`src/rtl/rv_inst_encoder_pkg.sv`:
```
// Shared definitions for the RV32I instruction encoder: symbolic op codes,
// base-ISA opcode/funct fields, error codes and encoder state/format types.
package rv_inst_encoder_pkg;

    localparam logic [4:0] OP_LUI   = 5'd0;
    localparam logic [4:0] OP_ADD   = 5'd1;
    localparam logic [4:0] OP_SUB   = 5'd2;
    localparam logic [4:0] OP_XOR   = 5'd3;
    localparam logic [4:0] OP_OR    = 5'd4;
    localparam logic [4:0] OP_AND   = 5'd5;
    localparam logic [4:0] OP_SLL   = 5'd6;
    localparam logic [4:0] OP_SRL   = 5'd7;
    localparam logic [4:0] OP_SRA   = 5'd8;
    localparam logic [4:0] OP_SLT   = 5'd9;
    localparam logic [4:0] OP_SLTU  = 5'd10;
    localparam logic [4:0] OP_LW    = 5'd11;
    localparam logic [4:0] OP_ADDI  = 5'd12;
    localparam logic [4:0] OP_XORI  = 5'd13;
    localparam logic [4:0] OP_ORI   = 5'd14;
    localparam logic [4:0] OP_ANDI  = 5'd15;
    localparam logic [4:0] OP_SLTI  = 5'd16;
    localparam logic [4:0] OP_SLTIU = 5'd17;
    localparam logic [4:0] OP_SLLI  = 5'd18;
    localparam logic [4:0] OP_SRLI  = 5'd19;
    localparam logic [4:0] OP_SRAI  = 5'd20;
    localparam logic [4:0] OP_SW    = 5'd21;
    localparam logic [4:0] OP_BEQ   = 5'd22;
    localparam logic [4:0] OP_BNE   = 5'd23;
    localparam logic [4:0] OP_BLT   = 5'd24;
    localparam logic [4:0] OP_BGE   = 5'd25;
    localparam logic [4:0] OP_BLTU  = 5'd26;
    localparam logic [4:0] OP_BGEU  = 5'd27;
    localparam logic [4:0] OP_JAL   = 5'd28;
    localparam logic [4:0] OP_JALR  = 5'd29;

    localparam logic [6:0] OPC_RTYPE  = 7'b0110011;
    localparam logic [6:0] OPC_ITYPE  = 7'b0010011;
    localparam logic [6:0] OPC_LOAD   = 7'b0000011;
    localparam logic [6:0] OPC_STORE  = 7'b0100011;
    localparam logic [6:0] OPC_BRANCH = 7'b1100011;
    localparam logic [6:0] OPC_JAL    = 7'b1101111;
    localparam logic [6:0] OPC_JALR   = 7'b1100111;
    localparam logic [6:0] OPC_LUI    = 7'b0110111;

    localparam logic [2:0] F3_ADD  = 3'b000;
    localparam logic [2:0] F3_SLL  = 3'b001;
    localparam logic [2:0] F3_SLT  = 3'b010;
    localparam logic [2:0] F3_SLTU = 3'b011;
    localparam logic [2:0] F3_XOR  = 3'b100;
    localparam logic [2:0] F3_SR   = 3'b101;
    localparam logic [2:0] F3_OR   = 3'b110;
    localparam logic [2:0] F3_AND  = 3'b111;
    localparam logic [2:0] F3_W    = 3'b010;
    localparam logic [2:0] F3_BEQ  = 3'b000;
    localparam logic [2:0] F3_BNE  = 3'b001;
    localparam logic [2:0] F3_BLT  = 3'b100;
    localparam logic [2:0] F3_BGE  = 3'b101;
    localparam logic [2:0] F3_BLTU = 3'b110;
    localparam logic [2:0] F3_BGEU = 3'b111;

    localparam logic [6:0] F7_BASE = 7'b0000000;
    localparam logic [6:0] F7_ALT  = 7'b0100000;

    localparam logic [1:0] ERR_NONE  = 2'b00;
    localparam logic [1:0] ERR_IMM   = 2'b01;
    localparam logic [1:0] ERR_SHAMT = 2'b10;
    localparam logic [1:0] ERR_OP    = 2'b11;

    typedef enum logic [2:0] {
        FMT_R, FMT_I, FMT_SH, FMT_S, FMT_B, FMT_U, FMT_J, FMT_BAD
    } fmt_e;

    typedef enum logic [1:0] {
        ST_IDLE, ST_RUN, ST_FULL, ST_ERR
    } state_e;

endpackage

```
`src/rtl/rv_inst_encoder_pack.sv`:
```
// Combinational packer: maps a symbolic instruction onto its RV32I machine
// word and flags out-of-range immediates, bad shift amounts and unknown ops.
module rv_inst_pack
    import rv_inst_encoder_pkg::*;
(
    input  logic [4:0]  op,
    input  logic [4:0]  rd,
    input  logic [4:0]  rs1,
    input  logic [4:0]  rs2,
    input  logic [31:0] imm,
    output logic [31:0] word,
    output logic        illegal,
    output logic [1:0]  err_code
);

    fmt_e               fmt;
    logic [6:0]         opc;
    logic [2:0]         f3;
    logic [6:0]         f7;
    logic               imm_bad;
    logic signed [31:0] imm_s;

    assign imm_s = imm;

    // True when v is representable as a two's-complement value of 'bits' bits.
    function automatic logic fits_signed(input logic signed [31:0] v, input int bits);
        logic signed [31:0] hi;
        hi = v >>> (bits - 1);
        return (hi == 32'sd0) || (hi == -32'sd1);
    endfunction

    always_comb begin
        fmt = FMT_BAD;
        opc = 7'd0;
        f3  = 3'd0;
        f7  = F7_BASE;
        case (op)
            OP_LUI:   begin fmt = FMT_U;  opc = OPC_LUI;    end
            OP_ADD:   begin fmt = FMT_R;  opc = OPC_RTYPE;  f3 = F3_ADD;  end
            OP_SUB:   begin fmt = FMT_R;  opc = OPC_RTYPE;  f3 = F3_ADD;  f7 = F7_ALT; end
            OP_XOR:   begin fmt = FMT_R;  opc = OPC_RTYPE;  f3 = F3_XOR;  end
            OP_OR:    begin fmt = FMT_R;  opc = OPC_RTYPE;  f3 = F3_OR;   end
            OP_AND:   begin fmt = FMT_R;  opc = OPC_RTYPE;  f3 = F3_AND;  end
            OP_SLL:   begin fmt = FMT_R;  opc = OPC_RTYPE;  f3 = F3_SLL;  end
            OP_SRL:   begin fmt = FMT_R;  opc = OPC_RTYPE;  f3 = F3_SR;   end
            OP_SRA:   begin fmt = FMT_R;  opc = OPC_RTYPE;  f3 = F3_SR;   f7 = F7_ALT; end
            OP_SLT:   begin fmt = FMT_R;  opc = OPC_RTYPE;  f3 = F3_SLT;  end
            OP_SLTU:  begin fmt = FMT_R;  opc = OPC_RTYPE;  f3 = F3_SLTU; end
            OP_LW:    begin fmt = FMT_I;  opc = OPC_LOAD;   f3 = F3_W;    end
            OP_ADDI:  begin fmt = FMT_I;  opc = OPC_ITYPE;  f3 = F3_ADD;  end
            OP_XORI:  begin fmt = FMT_I;  opc = OPC_ITYPE;  f3 = F3_XOR;  end
            OP_ORI:   begin fmt = FMT_I;  opc = OPC_ITYPE;  f3 = F3_OR;   end
            OP_ANDI:  begin fmt = FMT_I;  opc = OPC_ITYPE;  f3 = F3_AND;  end
            OP_SLTI:  begin fmt = FMT_I;  opc = OPC_ITYPE;  f3 = F3_SLT;  end
            OP_SLTIU: begin fmt = FMT_I;  opc = OPC_ITYPE;  f3 = F3_SLTU; end
            OP_SLLI:  begin fmt = FMT_SH; opc = OPC_ITYPE;  f3 = F3_SLL;  end
            OP_SRLI:  begin fmt = FMT_SH; opc = OPC_ITYPE;  f3 = F3_SR;   end
            OP_SRAI:  begin fmt = FMT_SH; opc = OPC_ITYPE;  f3 = F3_SR;   f7 = F7_ALT; end
            OP_SW:    begin fmt = FMT_S;  opc = OPC_STORE;  f3 = F3_W;    end
            OP_BEQ:   begin fmt = FMT_B;  opc = OPC_BRANCH; f3 = F3_BEQ;  end
            OP_BNE:   begin fmt = FMT_B;  opc = OPC_BRANCH; f3 = F3_BNE;  end
            OP_BLT:   begin fmt = FMT_B;  opc = OPC_BRANCH; f3 = F3_BLT;  end
            OP_BGE:   begin fmt = FMT_B;  opc = OPC_BRANCH; f3 = F3_BGE;  end
            OP_BLTU:  begin fmt = FMT_B;  opc = OPC_BRANCH; f3 = F3_BLTU; end
            OP_BGEU:  begin fmt = FMT_B;  opc = OPC_BRANCH; f3 = F3_BGEU; end
            OP_JAL:   begin fmt = FMT_J;  opc = OPC_JAL;    end
            OP_JALR:  begin fmt = FMT_I;  opc = OPC_JALR;   f3 = F3_ADD;  end
            default:  ;
        endcase
    end

    // Fields a format does not use are simply absent from its concatenation.
    always_comb begin
        word     = 32'd0;
        imm_bad  = 1'b0;
        illegal  = 1'b0;
        err_code = ERR_NONE;
        case (fmt)
            FMT_R: word = {f7, rs2, rs1, f3, rd, opc};
            FMT_I: begin
                word    = {imm[11:0], rs1, f3, rd, opc};
                imm_bad = !fits_signed(imm_s, 12);
            end
            FMT_SH: begin
                word = {f7, imm[4:0], rs1, f3, rd, opc};
                if (imm[31:5] != 27'd0) begin
                    illegal  = 1'b1;
                    err_code = ERR_SHAMT;
                end
            end
            FMT_S: begin
                word    = {imm[11:5], rs2, rs1, f3, imm[4:0], opc};
                imm_bad = !fits_signed(imm_s, 12);
            end
            FMT_B: begin
                word    = {imm[12], imm[10:5], rs2, rs1, f3, imm[4:1], imm[11], opc};
                imm_bad = !fits_signed(imm_s, 13) || imm[0];
            end
            FMT_U: begin
                word    = {imm[31:12], rd, opc};
                imm_bad = (imm[11:0] != 12'd0);
            end
            FMT_J: begin
                word    = {imm[20], imm[10:1], imm[11], imm[19:12], rd, opc};
                imm_bad = !fits_signed(imm_s, 21) || imm[0];
            end
            default: begin
                illegal  = 1'b1;
                err_code = ERR_OP;
            end
        endcase
        if (imm_bad) begin
            illegal  = 1'b1;
            err_code = ERR_IMM;
        end
    end

endmodule

```
`src/rtl/rv_inst_encoder.sv`:
```
// Instruction encoder top: valid/ready intake, run-control FSM and the
// registered IM write port with address/word counters.
module rv_inst_encoder
    import rv_inst_encoder_pkg::*;
#(
    parameter logic [31:0] BASE_ADDR = 32'h0000_0000,
    parameter int          DEPTH     = 128,
    parameter int          CNT_W     = 8
) (
    input  logic             clk,
    input  logic             rst,
    input  logic             start,
    input  logic             finish,
    input  logic             in_valid,
    output logic             in_ready,
    input  logic [4:0]       in_op,
    input  logic [4:0]       in_rd,
    input  logic [4:0]       in_rs1,
    input  logic [4:0]       in_rs2,
    input  logic [31:0]      in_imm,
    output logic             im_we,
    output logic [31:0]      im_addr,
    output logic [31:0]      im_wdata,
    output logic             busy,
    output logic             done,
    output logic             err,
    output logic [1:0]       err_code,
    output logic [CNT_W-1:0] word_count
);

    localparam logic [CNT_W-1:0] DEPTH_C = CNT_W'(DEPTH);

    state_e           state, state_nx;
    logic [31:0]      pk_word;
    logic             pk_illegal;
    logic [1:0]       pk_err;
    logic             accept, wr_en, set_err, done_nx, restart, last_word;
    logic [CNT_W-1:0] pending;

    logic             vld_p1;
    logic [31:0]      addr_p1;
    logic [31:0]      wdata_p1;
    logic             done_p1;
    logic             err_p1;
    logic [1:0]       err_code_p1;
    logic [CNT_W-1:0] cnt_p1;

    rv_inst_pack u_pack (
        .op       (in_op),
        .rd       (in_rd),
        .rs1      (in_rs1),
        .rs2      (in_rs2),
        .imm      (in_imm),
        .word     (pk_word),
        .illegal  (pk_illegal),
        .err_code (pk_err)
    );

    // start has priority over an accept in the same cycle.
    assign in_ready = (state == ST_RUN) && !start;
    assign accept   = in_valid && in_ready;

    // A word still in flight on the write port is not yet in word_count.
    assign pending   = word_count + CNT_W'(vld_p1);
    assign last_word = (pending + CNT_W'(1)) == DEPTH_C;

    always_ff @(posedge clk or posedge rst) begin
        if (rst) state <= ST_IDLE;
        else     state <= state_nx;
    end

    always_comb begin
        state_nx = state;
        wr_en    = 1'b0;
        set_err  = 1'b0;
        done_nx  = 1'b0;
        restart  = 1'b0;
        case (state)
            ST_RUN: begin
                if (start) begin
                    restart = 1'b1;
                end else if (accept && pk_illegal) begin
                    state_nx = ST_ERR;
                    set_err  = 1'b1;
                end else begin
                    wr_en = accept;
                    if (accept && last_word) begin
                        state_nx = ST_FULL;
                        done_nx  = 1'b1;
                    end else if (finish) begin
                        state_nx = ST_IDLE;
                        done_nx  = 1'b1;
                    end
                end
            end
            default: begin
                if (start) begin
                    state_nx = ST_RUN;
                    restart  = 1'b1;
                end
            end
        endcase
    end

    // p1: registered IM write port, status and counters
    always_ff @(posedge clk or posedge rst) begin
        if (rst) begin
            vld_p1      <= 1'b0;
            addr_p1     <= BASE_ADDR;
            wdata_p1    <= 32'd0;
            done_p1     <= 1'b0;
            err_p1      <= 1'b0;
            err_code_p1 <= ERR_NONE;
            cnt_p1      <= '0;
        end else begin
            vld_p1  <= wr_en;
            done_p1 <= done_nx;
            if (wr_en) wdata_p1 <= pk_word;
            if (restart) begin
                addr_p1 <= BASE_ADDR;
                cnt_p1  <= '0;
            end else if (vld_p1) begin
                addr_p1 <= addr_p1 + 32'd4;
                cnt_p1  <= cnt_p1 + CNT_W'(1);
            end
            if (restart) begin
                err_p1      <= 1'b0;
                err_code_p1 <= ERR_NONE;
            end else if (set_err) begin
                err_p1      <= 1'b1;
                err_code_p1 <= pk_err;
            end
        end
    end

    assign im_we      = vld_p1;
    assign im_addr    = addr_p1;
    assign im_wdata   = wdata_p1;
    assign done       = done_p1;
    assign err        = err_p1;
    assign err_code   = err_code_p1;
    assign word_count = cnt_p1;
    assign busy       = (state == ST_RUN);

endmodule

```
`config.mk`:
```
export PLATFORM = sky130hd
export DESIGN_NAME = rv_inst_encoder
export DESIGN_NICKNAME = d
export VERILOG_FILES = /design/src/rtl/rv_inst_encoder_pkg.sv /design/src/rtl/rv_inst_encoder_pack.sv /design/src/rtl/rv_inst_encoder.sv
export SDC_FILE = /design/constraint.sdc
export NUM_CORES = 1
export LEC_CHECK = 0
export ABC_CLOCK_PERIOD_IN_PS = 6000
export BUFFER_PORTS_ARGS = -buffer_cell sky130_fd_sc_hd__clkbuf_2
export CORE_UTILIZATION = 33
export DETAILED_ROUTE_END_ITERATION = 10
export GPL_ROUTABILITY_DRIVEN = 0
export PLACE_DENSITY_LB_ADDON = 0.3
export SLEW_MARGIN = 20
export SYNTH_ARGS = -nofsm -noshare
export SYNTH_HDL_FRONTEND = slang
export SYNTH_SLANG_ARGS = --single-unit
```
`constraint.sdc`:
```
create_clock -name clk -period 6 [get_ports clk]
set_input_delay 0.6 -clock clk [delete_from_list [all_inputs] [get_ports clk]]
set_output_delay 0.6 -clock clk [all_outputs]
set_load 0.02 [all_outputs]
```
# Word level (Yosys, flattened, before mapping)
# Cells that the tools add are included.
word_totals:
  register_bits: 79
  input_bits: 57
  out_inout_bits: 79
  elab_cells: 131
classes:
  addsub: 4
  n_eq_ne: 41
  muxes: 38
  reduce_logical: 40
ops:
  columns: ["op", "count"]
  rows:
  - ["case mux 32 bit (7 select lines)", 1]
  - ["zero test 32 bit", 3]
  - ["equality test 5 bit (second input constant)", 14]
  - ["2-to-1 mux 32 bit", 2]
  - ["case mux 7 bit (8 select lines)", 1]
  - ["case mux 3 bit (7 select lines)", 2]
  - ["equality test 5 x 4 -> 1 bit (second input constant)", 8]
  - ["adder 32 x 3 -> 32 bit (second input constant)", 1]
  - ["nonzero test 27 bit", 1]
  - ["equality test 21 x 1 -> 1 bit (second input constant)", 1]
  - ["equality test 20 x 1 -> 1 bit (second input constant)", 1]
  - ["equality test 5 x 3 -> 1 bit (second input constant)", 4]
  - ["2-to-1 mux 2 bit", 10]
  - ["OR reduction 3 bit", 6]
  - ["adder 8 x 1 -> 8 bit (second input constant)", 2]
  - ["2-to-1 mux 1 bit", 16]
  - ["2-to-1 mux 8 bit", 2]
  - ["equality test 12 x 1 -> 1 bit (second input constant)", 1]
  - ["nonzero test 12 bit", 1]
  - ["OR reduction 6 bit", 2]
  - ["equality test 5 x 2 -> 1 bit (second input constant)", 2]
  - ["OR reduction 10 bit", 1]
  - ["equality test 3 bit (second input constant)", 3]
  - ["OR reduction 9 bit", 1]
  - ["23 further kinds", 37]

# Depth between registers and ports, before layout
depth:
  word_depth: 13
  mapped_depth: 11
  ltp_nobuf: 10

# Hierarchy
# Synthesis repeated with hierarchy kept, for this count alone.
hier_totals:
  cells_unflattened: 479
  hier_area_um2: 4583.1
modules_own_cells:
  columns: ["mod", "n_inst", "cells_each", "area_per_inst_um2", "seq_area_each_um2"]
  rows:
  - ["rv_inst_encoder", 1, 312, 3497.1, 1926.8]
  - ["rv_inst_pack", 1, 167, 1086.0, 0.0]

# Worst setup path before layout
# No wires, ideal clock.
synth_timing:
  path_kind: "reg2reg"
  from: "register vld_p1, in the netlist im_we"
  to: "register state[0]"
  setup_time_ps: 124
  arrival_time_ps: 2762
  required_time_ps: 5876
  setup_slack_ps: 3114
  stages_incl_launch_ff: 11
  path_buffers: 1
  period_less_slack_ps: 2886
  cell_sequence: "dfrtp_1 buf_1 inv_1 ha_1 inv_1 ha_1 nand4b_1 a2111oi_1 a211oi_1 mux2_1 a211o_1"
synth_between:
  elab_chain_cells: 8
  word_cells_on_any_way: 10
  cone_classes: "add/sub (2); eq/ne (1); mux (4); reduce/logical (3)"
synth_lines:
  columns: ["element", "line", "text"]
  rows:
  - ["from (decl)", "rv_inst_encoder.sv:40", "logic vld_p1;"]
  - ["from (signal assigned)", "rv_inst_encoder.sv:116", "vld_p1 <= wr_en;"]
  - ["adder 8 x 1 -> 8 bit *", "rv_inst_encoder.sv:64", "assign pending = word_count + CNT_W'(vld_p1);"]
  - ["adder 8 x 1 -> 8 bit *", "rv_inst_encoder.sv:65", "assign last_word = (pending + CNT_W'(1)) == DEPTH_C;"]
  - ["equality test 8 bit *", "rv_inst_encoder.sv:65", null]
  - ["logical AND 1 bit *", "rv_inst_encoder.sv:87", "if (accept && last_word) begin"]
  - ["2-to-1 mux 2 bit", "rv_inst_encoder.sv:87", null]
  - ["2-to-1 mux 2 bit", "rv_inst_encoder.sv:82", "end else if (accept && pk_illegal) begin"]
  - ["2-to-1 mux 2 bit", "rv_inst_encoder.sv:80", "if (start) begin"]
  - ["2-to-1 mux 2 bit", "rv_inst_encoder.sv:78", "case (state)"]
  - ["to (signal assigned)", "rv_inst_encoder.sv:69", "else state <= state_nx;"]
  - ["to (decl)", "rv_inst_encoder.sv:33", "state_e state, state_nx;"]
# Every way passes the cells marked *; elsewhere a longest branch is shown, timed or not. The select of a mux whose other input is x is not followed.
# A chain may end at the register's enable or synchronous reset.

# Worst setup path in the final report
# Same ends and word-level chain as after synthesis.

==> PnR_summary.wiki <==
{| class="wikitable"
! Metric !! Value
|-
| Run status || finished, final reports clean
|-
| Remaining routing DRC violations || 0
|-
| Leading area contributor after synthesis || sky130_fd_sc_hd__dfrtp_1
|-
| Hold Fails Final Rpt || 0
|-
| Final Cycle Share || 48.4%
|-
| Buffers from clock root to sink, at most || 2
|-
| Max-capacitance violation count || 0
|-
| Standard-cell row count || 42
|-
| Number of placed I/O pins || between 100 and 150
|-
| Mean post-synth cell area || 9.60 um2
|-
| Total Negative Setup Slacks || 0 ns
|-
| Yosys cell types || between 60 and 70
|-
| Kind of cell adding the most delay to the critical path || compound AO/OA/AOI/OAI gates
|-
| Pins Over Slew Limit || 0
|-
| #FFs+latches synth || 76
|-
| Via count || 4288
|-
| Sw Pwr || 615 uW
|-
| Die area || 0.0145 mm2
|-
| Worst Skew || just over 0.005 ns
|-
| RR Endpoint || state[0]
|-
| Diodes inserted || 0
|-
| First-iteration detailed-routing DRC count || approximately 280
|-
| Net count, final || 665
|-
| Highest Clock Rate || around 0.34 GHz
|-
| Crit path max-delay cell type || sky130_fd_sc_hd__dfrtp_1
|-
| Hold Worst Slack || 0.410 ns
|-
| Cell breakdown of the critical path || inv_1 > ha_1 > inv_1 > ha_1 > nand4b_1 > a2111oi_1 > a211oi_1 > mux2_1 > a211o_1
|-
| Estimated wirelength of the detail-placed design || 9810 um
|-
| Predominant post-synthesis flop cell || sky130_fd_sc_hd__dfrtp_1
|-
| Beginning of the worst register-to-register path || im_we
|-
| Antenna violations before repair || 0
|-
| Peak ir drop on the vdd network || 219 uV
|-
| Area share of the leading cell type in the synthesized netlist || 41.0%
|-
| Count of TritonRoute iterations in the first routing pass || 6
|-
| Async set-or-reset flop fraction in the synthesized netlist || 100%
|-
| Ranking of synthesized cells by instance count || sky130_fd_sc_hd__dfrtp_1, sky130_fd_sc_hd__nor2_1, sky130_fd_sc_hd__nand2_1, sky130_fd_sc_hd__a21oi_1, sky130_fd_sc_hd__mux2_4
|-
| Reg-to-reg slack, setup || 3.09 ns
|-
| Warnings, synthesis || 0
|-
| Switch share || 32.8%
|-
| Area taken by multi-input logic gates || approximately 0.0025 mm2
|-
| Fraction of final layout cells sized beyond drive strength 1 || 31.1%
|-
| Final Setup Violations || 0
|-
| Cell count after synthesis || 483
|-
| Wirelength per Cell || ~17 um
|-
| Proportion of power drawn by combinational gates || roughly 29%
|-
| Clock power frac || roughly a third
|-
| Number of synthesized flops with an enable pin || 0
|-
| CTS Sinks || 76
|-
| Share of synthesized area occupied by flip-flops and latches || 41.0%
|-
| Internal Pwr Total || 1.26 mW
|-
| Startpoint-to-endpoint class of the critical path || reg -> reg
|-
| RSZ-0062 raised after global routing || no
|-
| Area taken by flip-flops and latches || 0.00190 mm2
|-
| Via count of the first global-routing pass || 3977
|-
| Fill cell instance count of the final layout || around 1400
|-
| Worst path max stage delay || approximately 0.68 ns
|-
| Port-buffer cells || ~130
|-
| Max transition margin || 48.6%
|-
| Count of cells along the worst register-to-register path || 9
|-
| Average vias per placed instance || 5.47
|-
| Sequential Power Share || 36.7%
|-
| Post-detailed-route count of antenna-violating nets || 0
|-
| Power density over cell area || 327 mW/mm2
|-
| Area of the placeable core || 0.0135 mm2
|-
| Worst slew pin tran || 0.767 ns
|-
| Clock Pin Slew Worst Setup and Hold Paths || ~0.07 ns
|-
| Signal arrival time at the worst endpoint || 3.13 ns
|-
| Number of post-CTS setup repair buffers || 0
|-
| Leading cell type by number of instances after synthesis || sky130_fd_sc_hd__dfrtp_1
|-
| Hold buffer count at CTS || 0
|-
| Critical path peak fanout || 14
|-
| DIE HEIGHT || 121 um
|-
| Cell at the root of the clock tree || sky130_fd_sc_hd__clkbuf_16
|-
| Sort of element at the end of the critical path || register
|-
| Final period demand of the worst path || 2.91 ns
|-
| Cell area after synthesis || 0.00464 mm2
|-
| Clock latency reported for the late side of the worst-skew pair || 0.34 ns
|-
| Required arrival time at the worst endpoint || 6.23 ns
|-
| Total length of routed wires || 13400 um
|-
| First-pass GRT wire length || 21000 um
|-
| Class of the most critical hold timing path || in -> async
|-
| Width of the die || 121 um
|-
| Buf/Inv on CP || 2
|-
| Area contributors post-synth || sky130_fd_sc_hd__dfrtp_1, sky130_fd_sc_hd__mux2_4, sky130_fd_sc_hd__nor2_1
|-
| Post-cts sizing count || 0
|-
| Starting density of the core || 34.5%
|-
| Clock tree from TritonCTS || built
|-
| Pleak || 2.66 nW
|-
| CP Launch Type || register
|-
| Count of H-tree levels built during CTS || 3
|-
| Total Power Consumption || 1.87 mW
|-
| Aggregate global-route resource usage || a little under a fifth
|-
| Number of buffers added by the clock tree synthesis step || 9
|-
| Growth of design area from synthesis to finish || 23.8%
|-
| Overflow left after global routing || 0
|-
| Largest net degree at the start of global routing || between 70 and 80
|}
==> stage by stage <==
stage                     std cells  util (%)  area (um2)  worst slack [ns]
after floorplan                 484         -        4640              3.11
after global placement          768      40.1        5390              2.96
after detailed placement        768      40.1        5390              2.90
after CTS                       784      42.6        5740              3.06
after global routing            784      42.7        5740              2.85
final                           784      42.7        5740              3.09
==> cells in the final DEF, fill, tap and decap left out, types with 10 or more instances in the layout <==
cell type	n
sky130_fd_sc_hd__clkbuf_2	133
sky130_fd_sc_hd__dfrtp_1	76
sky130_fd_sc_hd__nor2_1	50
sky130_fd_sc_hd__nand2_1	33
sky130_fd_sc_hd__a21oi_1	27
sky130_fd_sc_hd__mux2_4	26
sky130_fd_sc_hd__o21ai_0	25
sky130_fd_sc_hd__nand4_1	19
sky130_fd_sc_hd__xor2_1	17
sky130_fd_sc_hd__nand3_1	15
sky130_fd_sc_hd__inv_1	15
sky130_fd_sc_hd__a22o_1	15
sky130_fd_sc_hd__or3_1	11
sky130_fd_sc_hd__xnor2_1	10
==> routing by layer <==
layer / up-vias / part of all wire, % / track usage [%]
li1: 2015 / - / -
met1: 2087 / 46 / 25.3
met3: 15 / 5.6 / 3.96
met2: 171 / 47 / 29.6
met5: - / 0 / 0
met4: 0 / 1.4 / 5.94
==> state kept, by name, indices dropped and copies added, names as in the netlist <==
signal / flops
state: 2
im_addr: 30
im_we: 1
done: 1
im_wdata: 31
err: 1
err_code: 2
word_count: 8
==> power by group through the flow <==
stage	Combinational (mW)	Sequential [mW]	Clock (mW)
after floorplan	0.256	0.795	0
after global placement	0.546	0.693	0
after detailed placement	0.556	0.693	0
after CTS	0.555	0.688	0.655
after global routing	0.589	0.699	0.671
final	0.550	0.688	0.637
==> final cells by class <==
| type | instances | share of cell area (%) |
|---|---|---|
| multi-input cells | 363 | 43.9 |
| flip-flops and latches | 76 | 33.1 |
| repair buffers | 135 | 11.9 |
| clock buffers | 9 | 3.92 |
| well taps | 176 | 3.84 |
| clock inverters | 7 | 2.09 |
| inverters | 18 | 1.20 |
==> how the worst max path moves through the flow <==
stage             start           to  slack [ns]  depth (start not counted)
3_5_place_dp   in_op[2]  im_wdata[9]        2.90                          7
6_report          im_we     state[0]        3.09                          9
2_1_floorplan     im_we     state[0]        3.11                         10
5_1_grt           im_we     state[0]        2.85                          9
3_3_place_gp   in_op[2]  im_wdata[9]        2.96                          7
4_1_cts           im_we     state[0]        3.06                          9
==> tightest hold or removal path: cells and delay by family <==
kind,cells,cell delay [ns]
buffers and inverters,3,0.65
==> cells by family after synthesis <==
kind of cell / synth area share (%)
adder cells (fa/ha/maj): 1.35
XOR/XNOR: 5.10
AND/OR/NAND/NOR: 19.8
flip-flops: 41.0
other: 0.0809
buffers and inverters: 4.75
AO/OA/AOI/OAI: 17.7
multiplexers: 10.2
Note: power is estimated with default switching activity, not from simulation.
